### src/rtl/roba_mul_pipe.sv
// roba_mul_pipe: 3-stage signed multiplier with per-beat exact or RoBA approximate product.
module roba_mul_pipe #(
  parameter int W = 32,
  parameter int CNT_W = 16
) (
  input  logic               clk,
  input  logic               rst,
  input  logic               in_valid,
  output logic               in_ready,
  input  logic [W-1:0]       A,
  input  logic [W-1:0]       B,
  input  logic               exact,
  output logic               out_valid,
  input  logic               out_ready,
  output logic [2*W-1:0]     P,
  output logic               P_exact,
  output logic [CNT_W-1:0]   op_count
);
  localparam int IW = $clog2(W + 1);
  localparam int TW = 2 * W + 1;
  // Shift index of the nearest power of two: MSB position, bumped when the next bit is set.
  function automatic logic [IW-1:0] rnd(input logic [W-1:0] m);
    rnd = '0;
    for (int i = 1; i < W; i++)
      if (m[i]) rnd = IW'(i) + IW'(m[i-1]);
  endfunction
  logic           en;
  logic [W-1:0]   am, bm;
  logic           v1, s1_s, s1_ex, s1_za, s1_zb;
  logic [W-1:0]   s1_am, s1_bm;
  logic [IW-1:0]  s1_ra, s1_rb;
  logic           v2, s2_s, s2_ex;
  logic [TW-1:0]  t1, t2, t3, t1_c, t2_c, t3_c, mag;
  assign en = out_ready | ~out_valid;
  assign in_ready = en;
  assign am = A[W-1] ? -A : A;
  assign bm = B[W-1] ? -B : B;
  always_comb begin
    t1_c = s1_ex ? TW'(s1_am) * TW'(s1_bm) : (s1_za ? '0 : TW'(s1_bm) << s1_ra);
    t2_c = (s1_ex | s1_zb) ? '0 : TW'(s1_am) << s1_rb;
    t3_c = (s1_ex | s1_za | s1_zb) ? '0 : TW'(1) << ((IW+1)'(s1_ra) + (IW+1)'(s1_rb));
    mag = t1 + t2 - t3;
  end
  always_ff @(posedge clk) begin
    if (rst) begin
      v1 <= 1'b0;
      v2 <= 1'b0;
      out_valid <= 1'b0;
      P <= '0;
      P_exact <= 1'b0;
      op_count <= '0;
    end else begin
      if (en) begin
        v1 <= in_valid;
        s1_am <= am;
        s1_bm <= bm;
        s1_s <= A[W-1] ^ B[W-1];
        s1_ex <= exact;
        s1_ra <= rnd(am);
        s1_rb <= rnd(bm);
        s1_za <= am == '0;
        s1_zb <= bm == '0;
        v2 <= v1;
        s2_s <= s1_s;
        s2_ex <= s1_ex;
        t1 <= t1_c;
        t2 <= t2_c;
        t3 <= t3_c;
        out_valid <= v2;
        if (v2) begin
          P <= (s2_s && mag != '0) ? -mag[2*W-1:0] : mag[2*W-1:0];
          P_exact <= s2_ex;
        end
      end
      if (out_valid && out_ready && op_count != '1) op_count <= op_count + CNT_W'(1);
    end
  end
endmodule

### config.mk
export PLATFORM = sky130hd
export DESIGN_NAME = roba_mul_pipe
export DESIGN_NICKNAME = d
export VERILOG_FILES = /design/src/rtl/roba_mul_pipe.sv
export SDC_FILE = /design/constraint.sdc
export NUM_CORES = 2
export LEC_CHECK = 0
export CAP_MARGIN = 10
export CORE_UTILIZATION = 40
export DETAILED_ROUTE_END_ITERATION = 10
export SLEW_MARGIN = 20
export SYNTH_ARGS = -nofsm -noshare
export SYNTH_HDL_FRONTEND = slang
export SYNTH_SLANG_ARGS = --single-unit
### constraint.sdc
create_clock -name clk -period 22.3 [get_ports clk]
set_input_delay 3.345 -clock clk [delete_from_list [all_inputs] [get_ports clk]]
set_output_delay 3.345 -clock clk [all_outputs]
set_load 0.005 [all_outputs]
Word-level counts from Yosys, hierarchy flattened
Index checks and enable logic that the tools add are counted.

operators by class
  add/sub/neg operators = 69
  multiply operators = 1
  equality and inequality tests = 1
  shifts and indexed selects = 3
  muxes and demuxes = 67
  bitwise operators = 7
  reductions and logical operators = 9

operator list
  kind                                                                number
  6-bit 2-to-1 mux                                                    60
  5-bit by 1-bit adder with 6-bit output, first input constant        32
  64-bit 2-to-1 mux                                                   3
  32-bit by 6-bit << shifter with 65-bit output                       2
  4-bit by 1-bit adder with 5-bit output, first input constant        16
  65-bit adder                                                        1
  65-bit nonzero test                                                 1
  1-bit by 7-bit << shifter with 65-bit output, first input constant  1
  65-bit subtractor                                                   1
  32-bit zero test                                                    2
  32-bit by 32-bit multiplier with 64-bit output                      1
  32-bit 2-to-1 mux                                                   2
  32-bit negator                                                      2
  64-bit negator                                                      1
  3-bit by 1-bit adder with 4-bit output, first input constant        8
  16-bit by 1-bit adder with 16-bit output, second input constant     1
  16-bit inequality test, second input constant                       1
  2-bit by 1-bit adder with 3-bit output, first input constant        4
  6-bit by 6-bit adder with 7-bit output                              1
  1-bit by 1-bit adder with 2-bit output, first input constant        2
  2-bit 2-to-1 mux                                                    2
  1-bit bitwise OR                                                    4
  2-bit AND reduction                                                 2
  1-bit logical AND                                                   3
  other kinds (3)                                                     4

word-level totals
  flip-flop bits (word level) = 361

Longest topological paths before layout
  depth after elaboration = 34
  mapped depth = 32
  gate-level depth less buffers = 31

Worst setup path after synthesis
OpenSTA, ideal clock, no wires.

  path type = input to register
  from = input out_ready
  to = register s1_am[0] (enable)
  arrival time = 15863 ps
  required time = 21350 ps
  path slack = 5486 ps
  stages on the path = 3
  path through = nand2b_1 clkbuf_1 nor2b_1

on the way
  word-level cells in the longest chain between the ends = 2

ends and longest elaborated chain
  item                                  line  RTL
  start: declaration                    14    input logic out_ready,
  1-bit bitwise OR                      34    assign en = out_ready | ~out_valid;
  net in_ready                          9     output logic in_ready,
  2-bit AND reduction (no source line)  -
  end signal: assignment                55    s1_am <= am;
  end: declaration                      30    logic [W-1:0] s1_am, s1_bm;

The timed path passes the listed nets, and every way through them passes these cells.
A chain may end at the register's enable or synchronous reset.

Worst setup path after layout
  from = register s1_am[8]
  to = register t1[63] (data pin)

on the way
  word-level cells in the longest chain between the ends = 2

ends and longest elaborated chain
  item                                            line  RTL
  32-bit by 32-bit multiplier with 64-bit output  39    t1_c = s1_ex ? TW'(s1_am) * TW'(s1_bm) : (s1_za ? '0 : TW'(s1_bm) << s1_ra);
  64-bit 2-to-1 mux                               39
  net t1_c[63]                                    33    logic [TW-1:0] t1, t2, t3, t1_c, t2_c, t3_c, mag;
  end signal: assignment                          66    t1 <= t1_c;
  end: declaration                                33

The timed path passes the listed nets, and every way through them passes these cells.

==> flow_summary.toml <==
[run_status]
status = "complete, no violations"

[synthesis]
synth_top_area_share_pct = 31.6
synthesis.nets = 8142
ys_ff_latch = 361
netlist_area_um2 = 60900
async_flop_share_pct = 0
yosys-top-cells-area = "sky130_fd_sc_hd__fa_1 32%, sky130_fd_sc_hd__edfxtp_1 14%, sky130_fd_sc_hd__inv_1 7.5%"
post_synth_num_cell_types = 115
ys_warn_count = 0
yosysSeqAreaShare_pct = 16.4
synth.largest_area_cell = "sky130_fd_sc_hd__fa_1"
post_synth.cell_area_avg_um2 = 8.99
ys_dominant_reg_cell = "sky130_fd_sc_hd__edfxtp_1"
post_synth_inst_count = 6772
synth-edff-count = 277

[worst_setup_path]
critical_path.most_common_cell = "sky130_fd_sc_hd__fa_1"
worstPathMaxFanout = 30
critical_path_required_time_ns = 22.64
critPathKind = "reg -> reg"
timing.critical_path.from_type = "flop"
max_stage_delay_ns = 0.55
worst_path_max_delay_cell = "sky130_fd_sc_hd__edfxtp_1"
worst_setup_path_end_kind = "flop"
critical_path_arrival_ns = 9.68

[clocking]
cts_setup_buffers = 0
cts_sinks = 361
cts_tree = "yes"
cts.path.max_buffers = 3
post_cts.resized_instances = 0
cts_root_buffer = "sky130_fd_sc_hd__clkbuf_16"
clk_pin_slew_ns = 0.06
cts_buffers = 43
cts_hold_buffers_added = 0
clk-insertion-delay-late_ns = 0.62
h_tree_depth = 2

[detailed_routing]
wl_met3_mm = 13.2
antenna_violating_nets_post_route = 0
top_signal_layer_used = "met4"
drt_drc_violations_left = 0
routed_length_per_instance_um = 21.7
met2_length_mm = 88.2
wirelength_mm = 190
route.vias.total = 47668
vias_per_cell = 5.45
dr.first_iter.drc_count = 3604
wirelength_met1_mm = 81.2
detail_route.first_pass.iterations = 6

[finish]
fillerInstances = 14785
layout_commonest_cell = "sky130_fd_sc_hd__inv_1"
finalNonFillerCells = 8745
layout_common_cells = "1220 x sky130_fd_sc_hd__inv_1, 961 x sky130_fd_sc_hd__fa_1, 796 x sky130_fd_sc_hd__nand2_1"
post-route-util_pct = 43.6
drive_gt1_share_pct = 4.83
area.growth.synth_to_final_pct = 7.79
finalNetCount = 8061
multi_input_area_um2 = 44800
register_area_um2 = 10000

[sta]
timing.clock.skew_ns = 0.0273
max-slew-margin-rel_pct = 24.4
tightest_slew_ns = 1.13
finalSetupViolations = 0
fin_crit_sh_pct = 41.9
finalCriticalPeriod_ns = 9.33
timing_max_transition_violations_final = 0
fmax_mhz = 107
rsz0062_at_grt = "false"
timing_hold_violations_final = 0
setup-tns-final_ns = 0

[floorplan]
start_util_pct = 40.5
row_count = 142
die_width_um = 392
fp.dieArea_um2 = 154000
die_h_um = 392
top_level_ports = 152
core_um2 = 150000

[global_routing]
grt.total_usage_pct = 25.0
grt_first_pass_wirelength_mm = 295
first_global_vias = 49107
antenna_violations_before_repair = 3
grt_start_max_net_pins = 87
globalRouteOverflowTotal = 0

[placed_design]
place.detailed.instances = 8662
place_hpwl_mm = 147
buffer_ports.inserted = 151
routability_congestion_estimate = 0.957

[job]
cap_violations = 0

[min_path]
min-delay-path-class = "reg -> reg"
==> kinds of logic (layout without fill, tap and decap cells) <==
logic type,after synthesis,in the layout,synth area share [%]
and+or+nand+nor,2180,2180,17.9
buffers and inverters,1593,1547,9.93
adders and majority gates,1301,1301,38.6
AOI/OAI and AO/OA,964,964,10.5
DFF,361,361,16.4
xor gates and xnor gates,217,217,3.12
muxes,156,156,3.52
other,0,3,0
==> cell usage after synthesis (all sizes together), types with 14 or more instances <==
master,number
o21ai,257
fa,961
dfxtp,84
nand2b,40
a21o,79
nand3,80
o21bai,18
ha,340
nor2b,30
xnor2,124
o211ai,28
inv,1223
o221ai,14
nor3,60
nor2,325
and3,30
mux4,43
or2,16
edfxtp,277
mux2,34
a311oi,17
or3,36
buf,35
and2,632
o21a,22
mux2i,79
a211oi,61
a21oi,210
nand4,37
nand2,797
xor2,93
nor4,29
o22ai,42
or4,18
a31oi,45
o31ai,43
clkbuf,335
==> worst max-delay path: cells and delay by family, from the launching register on <==
kind            cells  cell delay [ns]
compound gates      8             2.07
xor+xnor            1             0.15
fa+ha+maj           9             4.39
buf+inv             6             0.80
flops               1             0.55
simple gates        4             1.09
==> per-layer routing <==
metal	up-vias	global-route usage, %
met3	364	3.36
met1	24007	33.6
met4	0	8.19
li1	21522	-
met2	1775	41.4
met5	-	0
==> flip-flops by register name (all words and copies together) (netlist names), 6 cells and up <==
| register | count |
|---|---|
| s1_am | 32 |
| s1_ra | 6 |
| t3 | 65 |
| op_count | 16 |
| t2 | 65 |
| t1 | 65 |
| P | 64 |
| s1_rb | 6 |
| s1_bm | 32 |
==> metrics by stage <==
| step | area [um2] | worst slack (ns) | hold slack [ns] |
|---|---|---|---|
| 5_1_grt | 65600 | 12.39 | 0.469 |
| 2_1_floorplan | 60900 | 5.49 | 0.400 |
| 3_5_place_dp | 64200 | 12.94 | 0.444 |
| 3_3_place_gp | 64200 | 13.06 | 0.438 |
| 4_1_cts | 65600 | 12.92 | 0.452 |
| 6_report | 65600 | 12.97 | 0.449 |
==> final cells by class <==
class,instances,area share [%]
Tap cell,2016,3.84
Antenna cell,3,0.0114
Sequential cell,361,15.2
Timing Repair Buffer,244,3.34
Clock buffer,57,1.88
Inverter,1223,7.00
Multi-Input combinational cell,4818,68.3
Clock inverter,23,0.338
==> path summary, 6_finish.rpt <==
check	start	endpoint	slack, ns	depth (start not counted)
max	s1_am[8]$_DFFE_PP_	t1[63]$_DFFE_PP_	12.97	28
max reg2reg	s1_am[8]$_DFFE_PP_	t1[63]$_DFFE_PP_	12.97	28
min reg2reg	P[46]$_SDFFE_PP0P_	P[46]$_SDFFE_PP0P_	0.45	2
min	P[46]$_SDFFE_PP0P_	P[46]$_SDFFE_PP0P_	0.45	2
Power is left out: the tool's default activity adds up to more than one toggle a clock period on the data nets, which glitch-free logic cannot reach.
